**config.mk**
```make
export PLATFORM = sky130hd
export DESIGN_NAME = mmio_uart_tx
export DESIGN_NICKNAME = d
export VERILOG_FILES = /design/src/rtl/mmio_uart_tx.sv
export SDC_FILE = /design/constraint.sdc
export NUM_CORES = 1
export LEC_CHECK = 0
export ABC_CLOCK_PERIOD_IN_PS = 5600
export BUFFER_PORTS_ARGS = -buffer_cell sky130_fd_sc_hd__buf_2
export CAP_MARGIN = 40
export CORE_MARGIN = 4
export CORE_UTILIZATION = 40
export CTS_BUF_LIST = sky130_fd_sc_hd__clkbuf_16
export DETAILED_ROUTE_END_ITERATION = 6
export PLACE_DENSITY = 0.72
export SYNTH_ARGS = -nofsm -noshare
export SYNTH_HDL_FRONTEND = slang
export SYNTH_SLANG_ARGS = --single-unit
```
**constraint.sdc**
```tcl
create_clock -name clk_t -period 5.6 [get_ports clk_t]
set_clock_uncertainty 0.05 [all_clocks]
set_input_delay 0.56 -clock clk_t [delete_from_list [all_inputs] [get_ports clk_t]]
set_output_delay 0.56 -clock clk_t [all_outputs]
set_load 0.02 [all_outputs]
```
**src/rtl/mmio_uart_tx.sv**
```systemverilog
// mmio_uart_tx: memory-mapped 8N1 UART transmitter with a one-byte holding buffer.
// DATA   at BASE_ADDR   : store queues a byte, load returns the last accepted byte.
// STATUS at BASE_ADDR+4 : {29'b0, ovr, hold_full, tx_busy}; a load clears ovr.
module mmio_uart_tx #(
    parameter int unsigned CLKS_PER_BIT = 16,
    parameter logic [31:0] BASE_ADDR    = 32'h0000_00F0
) (
    input  logic        clk_t,
    input  logic        rst_t,
    input  logic        mem_wr_en,
    input  logic        mem_rd_en,
    input  logic [31:0] mem_addr,
    input  logic [31:0] mem_wdata,
    output logic [31:0] mem_rdata,
    output logic        tx_out,
    output logic        tx_busy
);

    localparam logic [1:0] ST_IDLE  = 2'd0;
    localparam logic [1:0] ST_START = 2'd1;
    localparam logic [1:0] ST_DATA  = 2'd2;
    localparam logic [1:0] ST_STOP  = 2'd3;

    localparam logic [31:0] DATA_ADDR   = BASE_ADDR;
    localparam logic [31:0] STATUS_ADDR = BASE_ADDR + 32'd4;
    localparam logic [15:0] BIT_LAST    = 16'(CLKS_PER_BIT - 1);

    logic [1:0]  state_q, state_d;
    logic [15:0] cnt_q, cnt_d;
    logic [2:0]  idx_q, idx_d;
    logic [7:0]  shift_q, shift_d;
    logic [7:0]  hold_q, hold_d;
    logic        hold_full_q, hold_full_d;
    logic        ovr_q, ovr_d;
    logic [31:0] rdata_q, rdata_d;
    logic        tx_q, tx_d;

    logic        load_shift;
    logic        bit_done;
    logic        wr_data;
    logic        rd_data;
    logic        rd_status;
    logic        unused_wdata;

    assign unused_wdata = ^mem_wdata[31:8];

    assign tx_busy   = (state_q != ST_IDLE);
    assign tx_out    = tx_q;
    assign mem_rdata = rdata_q;

    // Frame sequencer: baud counter, bit index and shift register.
    always_comb begin
        state_d    = state_q;
        cnt_d      = cnt_q;
        idx_d      = idx_q;
        shift_d    = shift_q;
        load_shift = 1'b0;
        bit_done   = (cnt_q == BIT_LAST);
        case (state_q)
            ST_IDLE: begin
                if (hold_full_q) begin
                    load_shift = 1'b1;
                    shift_d    = hold_q;
                    cnt_d      = '0;
                    idx_d      = '0;
                    state_d    = ST_START;
                end
            end
            ST_START: begin
                if (bit_done) begin
                    cnt_d   = '0;
                    idx_d   = '0;
                    state_d = ST_DATA;
                end else begin
                    cnt_d = cnt_q + 16'd1;
                end
            end
            ST_DATA: begin
                if (bit_done) begin
                    cnt_d   = '0;
                    shift_d = {1'b0, shift_q[7:1]};
                    if (idx_q == 3'd7) begin
                        idx_d   = '0;
                        state_d = ST_STOP;
                    end else begin
                        idx_d = idx_q + 3'd1;
                    end
                end else begin
                    cnt_d = cnt_q + 16'd1;
                end
            end
            ST_STOP: begin
                if (bit_done) begin
                    cnt_d   = '0;
                    state_d = ST_IDLE;
                end else begin
                    cnt_d = cnt_q + 16'd1;
                end
            end
            default: begin
                cnt_d   = '0;
                idx_d   = '0;
                state_d = ST_IDLE;
            end
        endcase
    end

    // Line level follows the current state, so the output lags the state by one clock.
    always_comb begin
        tx_d = 1'b1;
        case (state_q)
            ST_START: tx_d = 1'b0;
            ST_DATA:  tx_d = shift_q[0];
            default:  tx_d = 1'b1;
        endcase
    end

    // Register window: holding buffer, sticky overrun, registered load data.
    always_comb begin
        wr_data     = mem_wr_en && (mem_addr == DATA_ADDR);
        rd_data     = mem_rd_en && (mem_addr == DATA_ADDR);
        rd_status   = mem_rd_en && (mem_addr == STATUS_ADDR);
        hold_d      = hold_q;
        hold_full_d = hold_full_q;
        ovr_d       = ovr_q;
        rdata_d     = rdata_q;

        if (load_shift) begin
            hold_full_d = 1'b0;
        end
        // The buffer being drained this cycle counts as free for a same-cycle store.
        if (wr_data && (!hold_full_q || load_shift)) begin
            hold_d      = mem_wdata[7:0];
            hold_full_d = 1'b1;
        end
        // Clear-on-read first so that a same-cycle overrun still leaves ovr set.
        if (rd_status) begin
            ovr_d = 1'b0;
        end
        if (wr_data && hold_full_q && !load_shift) begin
            ovr_d = 1'b1;
        end

        if (mem_rd_en) begin
            if (rd_status) begin
                rdata_d = {29'b0, ovr_q, hold_full_q, tx_busy};
            end else if (rd_data) begin
                rdata_d = {24'b0, hold_q};
            end else begin
                rdata_d = '0;
            end
        end
    end

    // State registers with synchronous active-low reset.
    always_ff @(posedge clk_t) begin
        if (!rst_t) begin
            state_q     <= ST_IDLE;
            cnt_q       <= '0;
            idx_q       <= '0;
            shift_q     <= '0;
            hold_q      <= 8'h00;
            hold_full_q <= 1'b0;
            ovr_q       <= 1'b0;
            rdata_q     <= '0;
            tx_q        <= 1'b1;
        end else begin
            state_q     <= state_d;
            cnt_q       <= cnt_d;
            idx_q       <= idx_d;
            shift_q     <= shift_d;
            hold_q      <= hold_d;
            hold_full_q <= hold_full_d;
            ovr_q       <= ovr_d;
            rdata_q     <= rdata_d;
            tx_q        <= tx_d;
        end
    end

endmodule

```
==> results of run 1 <==
## per-layer routing
layer	vias up	track usage [%]
met5	-	0
met4	0	3.654
met3	7	4.147
li1	1118	-
met2	71	22.17
met1	992	17.12
## where the power goes
part / internal (µW) / total [µW] / switching [µW]
sequential: 341 / 341 / 0.000000117
combinational: 15.4 / 46.0 / 30.6
clock: 253 / 380 / 127
total: 610 / 767 / 157
## layout make-up
cell class / count / area (µm²) / share of cell area [%]
clock inverters: 2 / 60.06 / 1.974
inverters: 7 / 26.28 / 0.8638
well taps: 77 / 96.34 / 3.167
clock buffers: 5 / 125.1 / 4.114
repair buffers: 54 / 272.8 / 8.968
multi-input cells: 229 / 1500 / 49.32
flip-flops and latches: 48 / 960.9 / 31.59
## cells by family after synthesis
family	synth area share, %
fa+ha+maj	4.274
flops	36.47
simple gates	27.26
other cells	0.1423
compound gates	12.58
xor+xnor	3.324
buf+inv	9.877
mux	6.078
## cell usage in the layout (no fill, tap or decap), drive strengths merged, types with 6 or more instances in the layout
cell type   n
buf        54
dfxtp      48
nand2      38
conb       24
nor4       17
mux2i      16
o21a       15
nor2       13
nor2b      11
nand3      10
nand4       9
ha          9
o221a       8
inv         7
o21ai       6
## sequential cells by signal, summed over array words and instances (netlist names), 2 cells and up
register,cells
idx_q,3
cnt_q,16
mem_rdata,8
hold_q,8
state_q,2
shift_q,8
## worst paths after layout
kind | slack [ns] | end | startpoint | cells past startpoint
worst min register to register | 0.42 | idx_q[1]$_SDFFE_PN0P_ | idx_q[1]$_SDFFE_PN0P_ | 2
worst min-delay path | 0.42 | idx_q[1]$_SDFFE_PN0P_ | idx_q[1]$_SDFFE_PN0P_ | 2
worst max-delay path | 3.20 | cnt_q[8]$_SDFFE_PN0P_ | state_q[0]$_SDFFE_PN0P_ | 7
worst max register to register | 3.20 | cnt_q[8]$_SDFFE_PN0P_ | state_q[0]$_SDFFE_PN0P_ | 7
## tightest hold or removal path, stage by stage, from the launching register on
cell and delay (ns):
sky130_fd_sc_hd__dfxtp_1 0.31, sky130_fd_sc_hd__nand2_1 0.05, sky130_fd_sc_hd__mux2i_1 0.06
## stage by stage
stage                     util, %  setup slack, ns  total power (µW)
final                       47.63            3.202             767.3
after global routing        47.63            3.039             791.1
after CTS                   47.51            3.202             771.4
after detailed placement    44.61            2.972             394.7
after global placement      44.61            3.026             394.3
after floorplan                 -            3.604             390.1
==> out/summary.log, run 1 <==
INFO  clock_network  ctsLongestPathBuffers=2
INFO  route          dr.first_iter.drc_count=67
INFO  placed_design  routabilityCongestion=0.8018
INFO  route          routed-wl-met3=462µm
INFO  critical_path  ws_path_type=flip-flop to flip-flop
INFO  layout         filler_cell_count=624
INFO  sta            worst_slew_pin_slew=0.8286ns
INFO  placed_design  placed_cells=414
INFO  route          detailroute.via_count=2,188
INFO  route          remaining_drc_errors=0
INFO  placed_design  numPortBuffers=53
INFO  placed_design  dp_hpwl=3.945mm
INFO  clock_network  clock_sink_count=48
INFO  floorplan      core.rowCount=29
INFO  critical_path  critical_path.top_delay_family=simple AND/OR/NAND/NOR gates
INFO  yosys          yosys_warnings=0
INFO  critical_path  cp_cell_sequence=inv_1 > ha_1 > nor2b_1 > buf_4 > or3b_4 > or4b_1 > a31oi_1
INFO  yosys          postSynthRegisterBits=48
INFO  sta            slew_headroom=44.76%
INFO  sta            final_slew_violations=0
INFO  clock_network  post_cts.resized_instances=0
INFO  yosys          yosysSeqAreaShare=36.47%
INFO  sta            report.final.setup_viol=0
INFO  clock_network  post_cts_buffers=0
INFO  critical_path  critical_path.slowest_cell=sky130_fd_sc_hd__or4b_1
INFO  route          avgViaCountPerCell=5.185
INFO  layout         synthToLayoutAreaGrowth=15.43%
INFO  floorplan      core-area=6386µm²
INFO  route          drt.antenna.violating_nets=0
INFO  yosys          mappedNetlistArea=2635µm²
INFO  layout         post_layout_nonfiller_instances=422
INFO  clock_network  cts.clk_slew.worst_paths=0.06ns
INFO  route          uppermost_routed_layer=met4
INFO  layout         finish.net_count=422
INFO  critical_path  path_buf_inv=2
INFO  power_and_ir_drop power_per_cell_area=252.3nW/µm²
INFO  yosys          ys_async_sr_fraction=0%
INFO  global_routing grtUsageTotal=13.47%
INFO  route          route.layer.met1.wl=2.422mm
INFO  sta            fin_crit_sh=42.81%
INFO  yosys          ys.flop_type=sky130_fd_sc_hd__dfxtp_1
INFO  clock_network  clockRootBuffer=sky130_fd_sc_hd__clkbuf_16
INFO  yosys          ys_top_cells_by_count=sky130_fd_sc_hd__dfxtp_1, sky130_fd_sc_hd__nand2_1, sky130_fd_sc_hd__buf_4
INFO  hold_path      hold_path_class=flip-flop to flip-flop
INFO  critical_path  setup.worst_path.start_class=flip-flop
INFO  run_status     run_status=finished clean
INFO  critical_path  critical-path-max-stage-delay=0.48ns
INFO  sta            number_of_hold_violations_in_the_final_report=0
INFO  sta            timing.setup.tns=0ns
INFO  clock_network  h_tree_level_count=2
INFO  yosys          synth_most_common_cell=sky130_fd_sc_hd__dfxtp_1
INFO  floorplan      start_util=41.26%
INFO  yosys          yosysTopAreaCellShare=36.47%
INFO  route          dr.pass1.iters=4
INFO  sta            maxClockFrequency=417.1MHz
INFO  critical_path  required=5.76ns
INFO  layout         final_layout_size_suffix_gt1_share=19.42%
INFO  yosys          synth.area.top_cells=sky130_fd_sc_hd__dfxtp_1, sky130_fd_sc_hd__buf_4, sky130_fd_sc_hd__mux2i_1
INFO  sta            grt_setup_unrepaired=false
INFO  floorplan      design.die.area=7950µm²
INFO  clock_network  clkLatencyLatePin=0.29ns
INFO  yosys          synthDominantAreaCellType=sky130_fd_sc_hd__dfxtp_1
INFO  route          dr_wl_met2=2.549mm
INFO  global_routing grt_pass1_vias=1,878
INFO  yosys          number_of_flops_mapped_to_enable_cells_by_yosys=0
INFO  layout         post-route-cell-area=3042µm²
INFO  yosys          postSynthCellCount=299
INFO  critical_path  critPathCaptureType=flip-flop
INFO  sta            post-route-min-period=2.398ns
INFO  floorplan      ioPinCount=102
INFO  route          wl_per_cell=13.01µm
INFO  power_and_ir_drop p_leak=0.001218µW
INFO  global_routing grt_first_pass_wirelength=8.459mm
INFO  floorplan      die_y=89.17µm
INFO  power_and_ir_drop power.ir.vdd_worst=0.1699mV
INFO  yosys          synth_cell_types=51
INFO  critical_path  worst_ep_arrival_time=2.56ns
INFO  yosys          synthesis.area_per_instance=8.813µm²
INFO  placed_design  place_area=2849µm²
INFO  route          wirelength=5.491mm
INFO  critical_path  crit_path_max_fanout=10
INFO  clock_network  cts-buffers-inserted=5
INFO  floorplan      die_w=89.17µm
INFO  sta            final.hold.worst_slack=0.4204ns
INFO  global_routing grt_overflow_total=0
INFO  flow_run       cap_viol_max_count=0
INFO  global_routing maximum_number_of_pins_on_one_net_before_global_route_repair=52
INFO  clock_network  cts_hold_repair.buffers=0
INFO  global_routing antenna_found_initial=0
INFO  layout         antenna_cells_inserted=0
INFO  clock_network  cts_tree=done
Power figures use the tool's default switching activity.
==> run 2, diff against run 1 <==
--- a/config.mk
+++ b/config.mk
@@ -5,7 +5,7 @@
 export SDC_FILE = /design/constraint.sdc
 export NUM_CORES = 1
 export LEC_CHECK = 0
-export ABC_CLOCK_PERIOD_IN_PS = 5600
+export ABC_CLOCK_PERIOD_IN_PS = 2300
 export BUFFER_PORTS_ARGS = -buffer_cell sky130_fd_sc_hd__buf_2
 export CAP_MARGIN = 40
 export CORE_MARGIN = 4
==> constraint.sdc (replaced) <==
create_clock -name clk_t -period 2.3 [get_ports clk_t]
set_clock_uncertainty 0.05 [all_clocks]
set_input_delay 0.23 -clock clk_t [delete_from_list [all_inputs] [get_ports clk_t]]
set_output_delay 0.23 -clock clk_t [all_outputs]
set_load 0.02 [all_outputs]
==> run 2 against run 1 <==
Fmax rose by 13%. Clock power rose by 120%. Combinational power rose to 2.5 times the previous value. Sequential share of layout area fell by 0.28 points. Critical path depth fell by 1. Setup slack got worse by 3.0 ns. Critical endpoint unchanged. Final cell count rose by 1.7%. Critical path type unchanged. Utilization rose by 0.43 points. Routed wire length rose by 2.2%. Highest routed layer unchanged. Global-route usage barely moved.
==> out/summary.log, run 2 (synthesized netlist as in run 1, its figures left out) <==
INFO  clock_network  cts_hold_repair.buffers=0 [unchanged]
INFO  sta            report.final.setup_viol=0 [unchanged]
INFO  placed_design  dpl_worst_slack=0.1808ns [-2.791 ns]
INFO  route          detailroute.via_count=2,224 [+1.6%]
INFO  layout         regMostFlops=cnt_q
INFO  sta            worst_slew_pin_slew=0.6971ns [-0.1315 ns]
INFO  layout         post_layout_nonfiller_instances=429 [+1.7%]
INFO  route          dr.first_iter.drc_count=88 [+31%]
INFO  layout         filler_cell_count=631 [+1.1%]
INFO  sta            number_of_hold_violations_in_the_final_report=0 [unchanged]
INFO  sta            final_slew_violations=0 [unchanged]
INFO  route          wl_per_cell=13.08µm [+0.55%]
INFO  critical_path  critical_path.slowest_cell=sky130_fd_sc_hd__or4b_1
INFO  floorplan      core-area=6386µm² [unchanged]
INFO  sta            post-route-min-period=2.121ns [-0.2767 ns]
INFO  critical_path  critPathCaptureType=flip-flop
INFO  critical_path  crit_path_max_fanout=7 [-3]
INFO  critical_path  required=2.46ns [-3.30 ns]
INFO  global_routing grt_pass1_vias=2,005 [+6.8%]
INFO  layout         synthToLayoutAreaGrowth=16.48%
INFO  sta            maxClockFrequency=471.5MHz [+13%]
INFO  floorplan      ioPinCount=102 [unchanged]
INFO  sta            fin_crit_sh=92.21% [+49 points]
INFO  floorplan      start_util=41.26% [unchanged]
INFO  layout         final_layout_size_suffix_gt1_share=20.74% [+1.3 points]
INFO  clock_network  post_cts_buffers=0 [unchanged]
INFO  clock_network  cts.clk_slew.worst_paths=0.07ns [about the same]
INFO  floorplan      design.die.area=7950µm² [unchanged]
INFO  clock_network  h_tree_level_count=2 [unchanged]
INFO  route          remaining_drc_errors=0 [unchanged]
INFO  route          avgViaCountPerCell=5.184 [about the same]
INFO  layout         fin_util=48.06% [+0.43 points]
INFO  global_routing antenna_found_initial=0 [unchanged]
INFO  clock_network  ctsLongestPathBuffers=2 [unchanged]
INFO  power_and_ir_drop power_per_cell_area=575.2nW/µm² [+130%]
INFO  global_routing grt_first_pass_wirelength=8.625mm [+2.0%]
INFO  placed_design  numPortBuffers=53 [unchanged]
INFO  flow_run       cap_viol_max_count=0 [unchanged]
INFO  layout         finish.net_count=428 [+1.4%]
INFO  global_routing grtUsageTotal=13.46% [about the same]
INFO  critical_path  cp_cell_sequence=inv_1 > ha_1 > nor2b_1 > or3b_4 > or4b_1 > a31oi_1
INFO  sta            finalWorstSetupSlack=0.1791ns [-3.023 ns]
INFO  run_status     run_status=finished clean
INFO  critical_path  critical-path-max-stage-delay=0.47ns [about the same]
INFO  power_and_ir_drop p_leak=0.001237µW [+1.6%]
INFO  clock_network  cts-buffers-inserted=5 [unchanged]
INFO  critical_path  ws_path_type=flip-flop to flip-flop
INFO  clock_network  clkLatencyLatePin=0.29ns [about the same]
INFO  clock_network  post_cts.resized_instances=0 [unchanged]
INFO  layout         antenna_cells_inserted=0 [unchanged]
INFO  clock_network  cts_tree=done
INFO  placed_design  dp_hpwl=4.198mm [+6.4%]
INFO  power_and_ir_drop power.total=1765µW [+130%]
INFO  route          wirelength=5.613mm [+2.2%]
INFO  layout         mostFrequentLayoutCell=sky130_fd_sc_hd__buf_2
INFO  global_routing maximum_number_of_pins_on_one_net_before_global_route_repair=29 [-44%]
INFO  critical_path  critical_path.top_delay_family=simple AND/OR/NAND/NOR gates
INFO  hold_path      hold_path_class=primary input to flip-flop
INFO  floorplan      die_y=89.17µm [unchanged]
INFO  power_and_ir_drop power.ir.vdd_worst=0.3888mV [+130%]
INFO  critical_path  path_buf_inv=1 [-1]
INFO  floorplan      core.rowCount=29 [unchanged]
INFO  sta            slew_headroom=53.18% [+8.4 points]
INFO  sta            timing.setup.tns=0ns [unchanged]
INFO  global_routing grt_overflow_total=0 [unchanged]
INFO  floorplan      die_w=89.17µm [unchanged]
INFO  route          drt.antenna.violating_nets=0 [unchanged]
INFO  critical_path  worst_ep_arrival_time=2.29ns [-0.27 ns]
INFO  critical_path  setup.worst_path.start_class=flip-flop
INFO  sta            grt_setup_unrepaired=false
INFO  clock_network  clock_sink_count=48 [unchanged]
INFO  placed_design  routabilityCongestion=0.8099 [+1.0%]
INFO  layout         mostFrequentLayoutCells=sky130_fd_sc_hd__buf_2, sky130_fd_sc_hd__dfxtp_1, sky130_fd_sc_hd__nand2_1, sky130_fd_sc_hd__conb_1
INFO  route          dr.pass1.iters=4 [unchanged]
INFO  layout         largest_register_ffs=16 [unchanged]
INFO  placed_design  placed_cells=421 [+1.7%]
INFO  clock_network  clockRootBuffer=sky130_fd_sc_hd__clkbuf_16
## run 2: cell count changes in the layout (fill, tap and decap cells not counted)
cell	delta
sky130_fd_sc_hd__buf_4	+6
sky130_fd_sc_hd__clkinv_4	+1
sky130_fd_sc_hd__bufinv_16	-1
sky130_fd_sc_hd__clkinv_1	+1
## run 2: final timing paths
check,cells after the start,slack [ns],end,startpoint
min reg2reg,2,0.42,idx_q[1]$_SDFFE_PN0P_,idx_q[1]$_SDFFE_PN0P_
max,6,0.18,cnt_q[8]$_SDFFE_PN0P_,state_q[0]$_SDFFE_PN0P_
max reg2reg,6,0.18,cnt_q[8]$_SDFFE_PN0P_,state_q[0]$_SDFFE_PN0P_
min,3,0.14,hold_q[4]$_SDFFE_PN0P_,mem_wdata[4]
## run 2: tightest hold or removal path: stages
cell and delay, ns:
sky130_fd_sc_hd__buf_2 0.10, sky130_fd_sc_hd__nand2_1 0.05, sky130_fd_sc_hd__mux2i_1 0.05
## run 2: metrics by stage
stage | instance area (µm²) | hold slack, ns
6_report | 3069 | 0.1362
5_1_grt | 3069 | 0.1328
4_1_cts | 3069 | 0.1303
3_5_place_dp | 2902 | 0.4121
3_3_place_gp | 2902 | 0.4001
2_1_floorplan | 2721 | 0.3221
## run 2: power by group
part	switching (µW)	total, µW	internal (µW)
Clock	308	819	511
Sequential	0.000000288	831	831
Combinational	75.5	115	39.7
## run 2: layout make-up
cell class / count / area (µm²) / share of cell area (%)
multi-input cells: 229 / 1500 / 48.88
flip-flops and latches: 48 / 960.9 / 31.31
repair buffers: 60 / 317.8 / 10.35
clock buffers: 5 / 125.1 / 4.077
well taps: 77 / 96.34 / 3.139
clock inverters: 3 / 42.54 / 1.386
inverters: 7 / 26.28 / 0.8561
## run 2: metal layers
metal | global-route usage (%) | wire (µm) | up-vias
li1 | - | - | 1130
met1 | 16.67 | 2446 | 1024
met2 | 22.84 | 2686 | 62
met3 | 3.134 | 408 | 8
met4 | 4.736 | 72 | 0
met5 | 0 | 0 | -
